## config.mk

```make
export PLATFORM = sky130hd
export DESIGN_NAME = canny_in_block
export DESIGN_NICKNAME = d
export VERILOG_FILES = /design/src/rtl/canny_in_block.sv
export SDC_FILE = /design/constraint.sdc
export NUM_CORES = 1
export LEC_CHECK = 0
export CAP_MARGIN = 20
export CELL_PAD_IN_SITES_DETAIL_PLACEMENT = 1
export CELL_PAD_IN_SITES_GLOBAL_PLACEMENT = 2
export CORE_UTILIZATION = 40
export DETAILED_ROUTE_END_ITERATION = 16
export PLACE_DENSITY = 0.78
export SYNTH_ARGS = -nofsm -noshare
export SYNTH_HDL_FRONTEND = slang
export SYNTH_SLANG_ARGS = --single-unit
```

## constraint.sdc

```tcl
create_clock -name clk -period 19.25 [get_ports clk]
set_input_delay 5.775 -clock clk [delete_from_list [all_inputs] [get_ports clk]]
set_output_delay 5.775 -clock clk [all_outputs]
set_load 0.05 [all_outputs]
```

## src/rtl/canny_in_block.sv

```systemverilog
// SRAM read/unpack front end for the Canny pipeline: fetches row-A/row-B word pairs
// and streams them out as two pixels per row per clock, double-buffered against the reads.
module canny_in_block #(
  parameter int unsigned STARTADDRESS = 0,
  parameter int unsigned ENDADDRESS   = 524288,
  parameter int unsigned RDLATENCY    = 1
) (
  input  logic        clk,
  input  logic        reset,
  input  logic        start,
  input  logic [63:0] inData,
  output logic        re,
  output logic [19:0] rdaddr,
  output logic [7:0]  pixByte1,
  output logic [7:0]  pixByte2,
  output logic [7:0]  pixByte3,
  output logic [7:0]  pixByte4,
  output logic        pixValid,
  output logic        busy,
  output logic        done
);

  localparam int unsigned AW = 20;
  localparam int unsigned DW = 64;
  localparam logic [AW-1:0] START_ADDR = AW'(STARTADDRESS);
  localparam logic [AW:0]   END_ADDR   = (AW+1)'(ENDADDRESS);
  localparam logic [AW-1:0] ROW_B_OFS  = AW'(256);
  localparam logic [1:0]    CAP_A_PH   = 2'(RDLATENCY);
  localparam logic [1:0]    CAP_B_PH   = 2'(RDLATENCY + 1);

  typedef enum logic [1:0] {S_IDLE, S_PREFILL, S_STREAM, S_DRAIN} state_t;

  state_t        r_state;
  logic [1:0]    r_phase;
  logic [AW-1:0] r_cur;
  logic          r_last;
  logic [DW-1:0] r_ld_a, r_ld_b, r_out_a, r_out_b;
  logic          r_re;
  logic [AW-1:0] r_rdaddr;
  logic [7:0]    r_pix1, r_pix2, r_pix3, r_pix4;
  logic          r_pix_valid, r_busy, r_done;

  logic          w_reading;
  logic [AW:0]   w_next;
  logic          w_last;
  logic [DW-1:0] w_b_word;
  logic [15:0]   w_a0, w_b0, w_a_nx, w_b_nx;

  function automatic logic [15:0] f_half(input logic [DW-1:0] w, input logic [1:0] k);
    logic [15:0] h;
    case (k)
      2'd0:    h = w[63:48];
      2'd1:    h = w[47:32];
      2'd2:    h = w[31:16];
      default: h = w[15:0];
    endcase
    return h;
  endfunction

  assign w_reading = (r_state == S_PREFILL) || (r_state == S_STREAM);
  // End of a row-A block jumps over the interleaved row-B block.
  assign w_next    = {1'b0, r_cur} + ((r_cur[7:0] == 8'hFF) ? (AW+1)'(257) : (AW+1)'(1));
  assign w_last    = (w_next >= END_ADDR);
  // With two-cycle latency the row-B word lands on the transfer edge itself.
  assign w_b_word  = (RDLATENCY == 2) ? inData : r_ld_b;
  assign w_a0      = f_half(r_ld_a, 2'd0);
  assign w_b0      = f_half(w_b_word, 2'd0);
  assign w_a_nx    = f_half(r_out_a, r_phase + 2'd1);
  assign w_b_nx    = f_half(r_out_b, r_phase + 2'd1);

  always_ff @(posedge clk or posedge reset) begin
    if (reset) begin
      r_state     <= S_IDLE;
      r_phase     <= 2'd0;
      r_cur       <= START_ADDR;
      r_last      <= 1'b0;
      r_ld_a      <= '0;
      r_ld_b      <= '0;
      r_out_a     <= '0;
      r_out_b     <= '0;
      r_re        <= 1'b0;
      r_rdaddr    <= '0;
      r_pix1      <= '0;
      r_pix2      <= '0;
      r_pix3      <= '0;
      r_pix4      <= '0;
      r_pix_valid <= 1'b0;
      r_busy      <= 1'b0;
      r_done      <= 1'b0;
    end else begin
      r_done <= 1'b0;
      if (r_state == S_IDLE) begin
        r_phase <= 2'd0;
        if (start) begin
          r_state  <= S_PREFILL;
          r_busy   <= 1'b1;
          r_re     <= 1'b1;
          r_rdaddr <= START_ADDR;
          r_cur    <= START_ADDR;
          r_last   <= 1'b0;
        end
      end else begin
        r_phase <= r_phase + 2'd1;
        if (w_reading) begin
          if (r_phase == CAP_A_PH) r_ld_a <= inData;
          if (r_phase == CAP_B_PH) r_ld_b <= inData;
        end
        // Emit the remaining three halves of the output buffer.
        if (r_state != S_PREFILL && r_phase != 2'd3) begin
          r_pix3 <= w_a_nx[15:8];
          r_pix4 <= w_a_nx[7:0];
          r_pix1 <= w_b_nx[15:8];
          r_pix2 <= w_b_nx[7:0];
        end
        case (r_phase)
          2'd0: begin
            r_re <= w_reading;
            if (w_reading) r_rdaddr <= r_cur + ROW_B_OFS;
          end
          2'd1: begin
            r_re <= 1'b0;
            if (w_reading) begin
              r_cur  <= AW'(w_next);
              r_last <= w_last;
            end
          end
          2'd2: r_re <= 1'b0;
          default: begin
            if (w_reading) begin
              r_out_a     <= r_ld_a;
              r_out_b     <= w_b_word;
              r_pix3      <= w_a0[15:8];
              r_pix4      <= w_a0[7:0];
              r_pix1      <= w_b0[15:8];
              r_pix2      <= w_b0[7:0];
              r_pix_valid <= 1'b1;
              if (r_last) begin
                r_state <= S_DRAIN;
                r_re    <= 1'b0;
              end else begin
                r_state  <= S_STREAM;
                r_re     <= 1'b1;
                r_rdaddr <= r_cur;
              end
            end else begin
              r_state     <= S_IDLE;
              r_pix_valid <= 1'b0;
              r_busy      <= 1'b0;
              r_done      <= 1'b1;
            end
          end
        endcase
      end
    end
  end

  assign re       = r_re;
  assign rdaddr   = r_rdaddr;
  assign pixByte1 = r_pix1;
  assign pixByte2 = r_pix2;
  assign pixByte3 = r_pix3;
  assign pixByte4 = r_pix4;
  assign pixValid = r_pix_valid;
  assign busy     = r_busy;
  assign done     = r_done;

endmodule

```

After elaboration in Yosys (flattened, before gate mapping):

Cells that the tools add are included.
Widths: inputs -> output; s select.

* muxes and demuxes: 46
* order comparisons: 1
* add/sub/neg operators: 3
* reductions and logical operators: 19
* bitwise logic cells: 2
* eq/ne operators: 14

Operators by type and width (number)
* $mux 20: 8
* $mux 8: 12
* $pmux 16 s3: 2
* $pmux 20 s2: 1
* $add 20x9->21: 1
* $ge 21x20->1 const B: 1
* $add 20x9->20 const B: 1
* $mux 1: 16
* $reduce_and 3->1: 5
* $mux 2: 5
* $mux 9: 1
* $eq 8x8->1 const B: 1
* $ne 2x1->1 const B: 4
* $eq 2x1->1 const B: 3
* $eq 2x2->1 const B: 3
* $logic_not 2->1: 3
* $reduce_and 2->1: 3
* $ne 2x2->1 const B: 2
* $reduce_and 4->1: 1
* $reduce_bool 2->1: 2
* $reduce_bool 4->1: 1
* $ne 3x1->1 const B: 1
* $reduce_or 3->1: 1
* $add 2x1->2 const B: 1
* 5 further kinds: 6

* register bits after elaboration: 337
* output and inout bits: 56

Depth between registers and ports, before layout:

* depth in word-level cells: 7
* mapped depth: 10
* depth with buffers taken out: 9

Worst setup path after synthesis:

Ideal clock, no wire load.

* kind: input to register
* start: in start
* end: reg r_cur[2]
* arrival time: 6.590 ns
* buffers on the path: 0
* path slack: 12.577 ns
* stages on the path: 5
* cell sequence: nand2_2 > a21oi_2 > nand2_1 > mux2_2 > o21ai_0

* longest elaborated chain between the ends: 2

RTL lines
* from (decl): RTL line 10 `input logic start,`
* $ne 2x2->1 (no line)
* $reduce_and 3->1 (no line)
* to (signal assigned): RTL line 123 `r_cur <= AW'(w_next);`
* to (decl): RTL line 35 `logic [AW-1:0] r_cur;`

No other way between the ends.
A chain may end at the register's enable or synchronous reset.

==> metrics.csv <==
stage,metric,value,unit
synthesis,syn nets,1131,
synthesis,Syn Inst Count,1050,
layout,Final Instance Area,16880,µm²
floorplanning,Initial Util,40.54,%
setup_path,worst r2r src,r_state[0],
min_path,hold wc startpoint,rdaddr[10],
min_path,type of the most critical hold path,reg -> reg,
drt,Total Routed Length,35810,µm
layout,"commonest cells after routing, fill and taps aside","dfrtp_1 (337), mux2_2 (257), clkdlybuf4s50_1 (122), nand2_1 (74), o21ai_0 (63)",
sta,Setup Viol. Count Final,0,
global_route,first-pass GRT wire length,56820,µm
synthesis,compound-cell area share of the yosys netlist,9.090,%
floorplanning,full die area,35680,µm²
layout,Final Non-Filler Cells,1638,
sta,Setup Skew,0.009845,ns
layout,"Core Util, Final",48.99,%
sta,Fmax achieved,0.1274,GHz
power_and_ir_drop,Max IR drop VDD,103.1,µV
layout,share of layout cells above drive strength 1,28.66,%
cts,Sink Count,337,
run_status,status,completed,
cts,Max clock buf depth,3,
cts,CTS tree,done,
sta,period utilization,40.77,%
sta,Hold Fails Final Rpt,0,
synthesis,Adder-Cell Fraction of Synth Area,1.254,%
synthesis,"Top FF cell, synth",dfrtp_1,
drt,"antenna viol nets, final",0,
sta,total negative slack,0,ns
setup_path,"setup slack, reg-to-reg",16.04,ns
setup_path,crit-path cells,"clkdlybuf4s50_1, inv_8, buf_4, buf_4, buf_16",
placed_design,post-DP HPWL,22500,µm
setup_path,worst reg2reg path depth,7,
setup_path,Worst Setup SP,reset,
setup_path,RR Endpoint,pixByte2[0],
sta,normalized max-slew margin,35.90,%
floorplanning,Die X,188.9,µm
sta,Slew Limit Fails,0,
placed_design,Routability Congestion,0.7707,
placed_design,Placed Area,15570,µm²
global_route,GRT overflow,0,
sta,RSZ-0062 raised after global routing,no,
setup_path,WS Path Type,in -> async,
floorplanning,Ports,123,
synthesis,synth top area cells,"dfrtp_1 (60%), mux2_2 (21%), a222oi_1 (2.3%)",
drt,DR pass1 iterations,5,
layout,FF+latch area,8433,µm²
setup_path,critical path data arrival time,8.50,ns
layout,layout filler cell count,3454,
min_path,Hold EP,rdaddr[10],
setup_path,CP Data Required Time,19.91,ns
synthesis,mux cell area share after synthesis,20.79,%
drt,Iteration-0 DRC Markers,558,
setup_path,most frequent CP cell,buf_4,
power_and_ir_drop,Pleak,7.067,nW
placed_design,dpl cells,1569,
cts,Clock Latency Late Sink,0.51,ns
synthesis,"EDFF count, synth",0,
min_path,hold depth,2,
synthesis,Synth Register Bits,337,
power_and_ir_drop,Pwr Density,198.3,nW/µm²
floorplanning,Die Y,188.9,µm
global_route,antenna violations before repair,1,
global_route,largest net degree at the start of global routing,163,
floorplanning,CORE AREA,34460,µm²
sta,final hold slack,0.4800,ns
global_route,vias in the first global route,9851,
synthesis,"area leader, netlist",dfrtp_1,
layout,# diodes,0,
sta,post-layout min period,7.848,ns
setup_path,Top delay family on crit path,buffers and inverters,
setup_path,WP buf/inv,5,
synthesis,share of the synthesized area in the top cell type,60.36,%
setup_path,slowest cell on the critical path,buf_4,
cts,Post-CTS Hold Fix Bufs,0,
synthesis,Synth Area in Simple Gates,5.230,%
synthesis,synth unique cells,49,
synthesis,largest family of logic cells by synthesized area,multiplexers,
layout,"most common cell after layout, fill and taps aside",dfrtp_1,
sta,Tightest Pin Transition,0.9616,ns
synthesis,mapped cell area,13970,µm²
cts,"Clk pin slew, worst setup/hold paths",0.06,ns
cts,CTS resizes,0,
synthesis,post-synthesis average cell area,13.31,µm²
drt,total number of vias,9026,
placed_design,IO buf count,122,
cts,htree depth,2,
synthesis,register area share after synthesis,60.36,%
setup_path,worst stage delay on the critical path,0.86,ns
cts,root buffer cell,clkbuf_16,
synthesis,Synth Warn #,0,
synthesis,post-synthesis async set-or-reset flop share,100.0,%
setup_path,CP Launch Type,input pin,
drt,Vias/cell,5.510,
cts,"Setup Fix Bufs, Post-CTS",0,
layout,Area growth syn-to-layout,20.82,%
drt,DRC viols,0,
global_route,Total GRT Usage,20.51,%
drt,DR WL/cell,21.86,µm
cts,total CTS buffers,38,
floorplanning,Site Rows,68,
setup_path,Crit Path Max Fanout,109,
job,count of maximum capacitance violations,0,
setup_path,crit end category,async pin,
layout,Nets,1238,
layout,footprint of the multi-input gates,5213,µm²
synthesis,post-synthesis xor/xnor area fraction,0.8150,%
## final cells by class
class / count / share of cell area (%)
Tap cell: 455 / 3.373
Sequential cell: 337 / 49.96
Clock buffer: 59 / 6.953
Timing Repair Buffer: 135 / 8.198
Multi-Input combinational cell: 635 / 30.88
Clock inverter: 7 / 0.3706
Inverter: 10 / 0.2668
## worst max-delay path by stage
stage,to,slack [ns],depth (start not counted)
after floorplan,busy,4.14,1
after global placement,r_ld_b[44],10.30,4
after detailed placement,r_out_b[1],10.30,4
after CTS,r_ld_b[0],10.85,4
after global routing,r_out_a[28],11.05,5
final,r_out_a[52],11.40,5
## routing by layer
metal	part of all wire, %	vias up	track usage, %
met1	41	4753	25.47
met3	3.4	58	2.929
met4	2.5	2	6.421
met5	0.036	-	0
li1	-	4041	-
met2	53	172	36.74
## metrics by stage
step / power [W] / worst slack [ns]
after global placement: 0.002598 / 10.30
after floorplan: 0.002211 / 4.137
after CTS: 0.003380 / 10.85
final: 0.003348 / 11.40
after global routing: 0.003547 / 11.05
after detailed placement: 0.002651 / 10.30
## sequential cells by signal (all words and copies together), names as in the netlist, 2 cells and up
| name | flops |
|---|---|
| r_ld_a | 64 |
| r_ld_b | 64 |
| r_out_a | 64 |
| r_out_b | 64 |
| r_cur | 20 |
| rdaddr | 20 |
| pixByte1 | 8 |
| pixByte2 | 8 |
| pixByte3 | 8 |
| pixByte4 | 8 |
| r_phase | 2 |
| r_state | 2 |
## tightest hold or removal path, cell delays in order, from the launching register on
cell and delay (ns):
dfrtp_1 0.34, nand2_1 0.05, o31ai_1 0.05
## cells by family (layout without fill, tap and decap cells)
kind of cell    after synthesis  count (layout)
simple gates                154             154
mux                         258             258
buf+inv                      78             211
flops                       337             337
xor+xnor                     13              13
compound gates              196             196
fa+ha+maj                    14              14
## Yosys cell counts (2+ instances only)
| master | number |
|---|---|
| mux2_2 | 257 |
| inv_1 | 9 |
| dfrtp_1 | 337 |
| a41oi_1 | 2 |
| nand3_1 | 14 |
| and4_1 | 2 |
| and2_1 | 4 |
| nor2_1 | 20 |
| a222oi_1 | 32 |
| nand3b_1 | 2 |
| nand4_1 | 6 |
| a311oi_1 | 4 |
| clkbuf_1 | 23 |
| buf_1 | 4 |
| buf_2 | 41 |
| nor3_1 | 5 |
| ha_1 | 14 |
| o31ai_1 | 8 |
| a21oi_1 | 43 |
| o311ai_1 | 2 |
| nor2b_1 | 2 |
| o22ai_1 | 32 |
| nand2_1 | 76 |
| a21o_1 | 2 |
| and3_1 | 3 |
| nand2b_1 | 10 |
| xor2_1 | 5 |
| xnor2_1 | 8 |
| o21ai_0 | 63 |
## report_power, final
part           switching (W)  internal, W  total [W]
combinational       0.000737     0.000600    0.00134
clock               0.000278     0.000431   0.000709
sequential          0.000236      0.00106    0.00130
total                0.00125      0.00210    0.00335
Note: power is estimated with default switching activity, not from simulation.
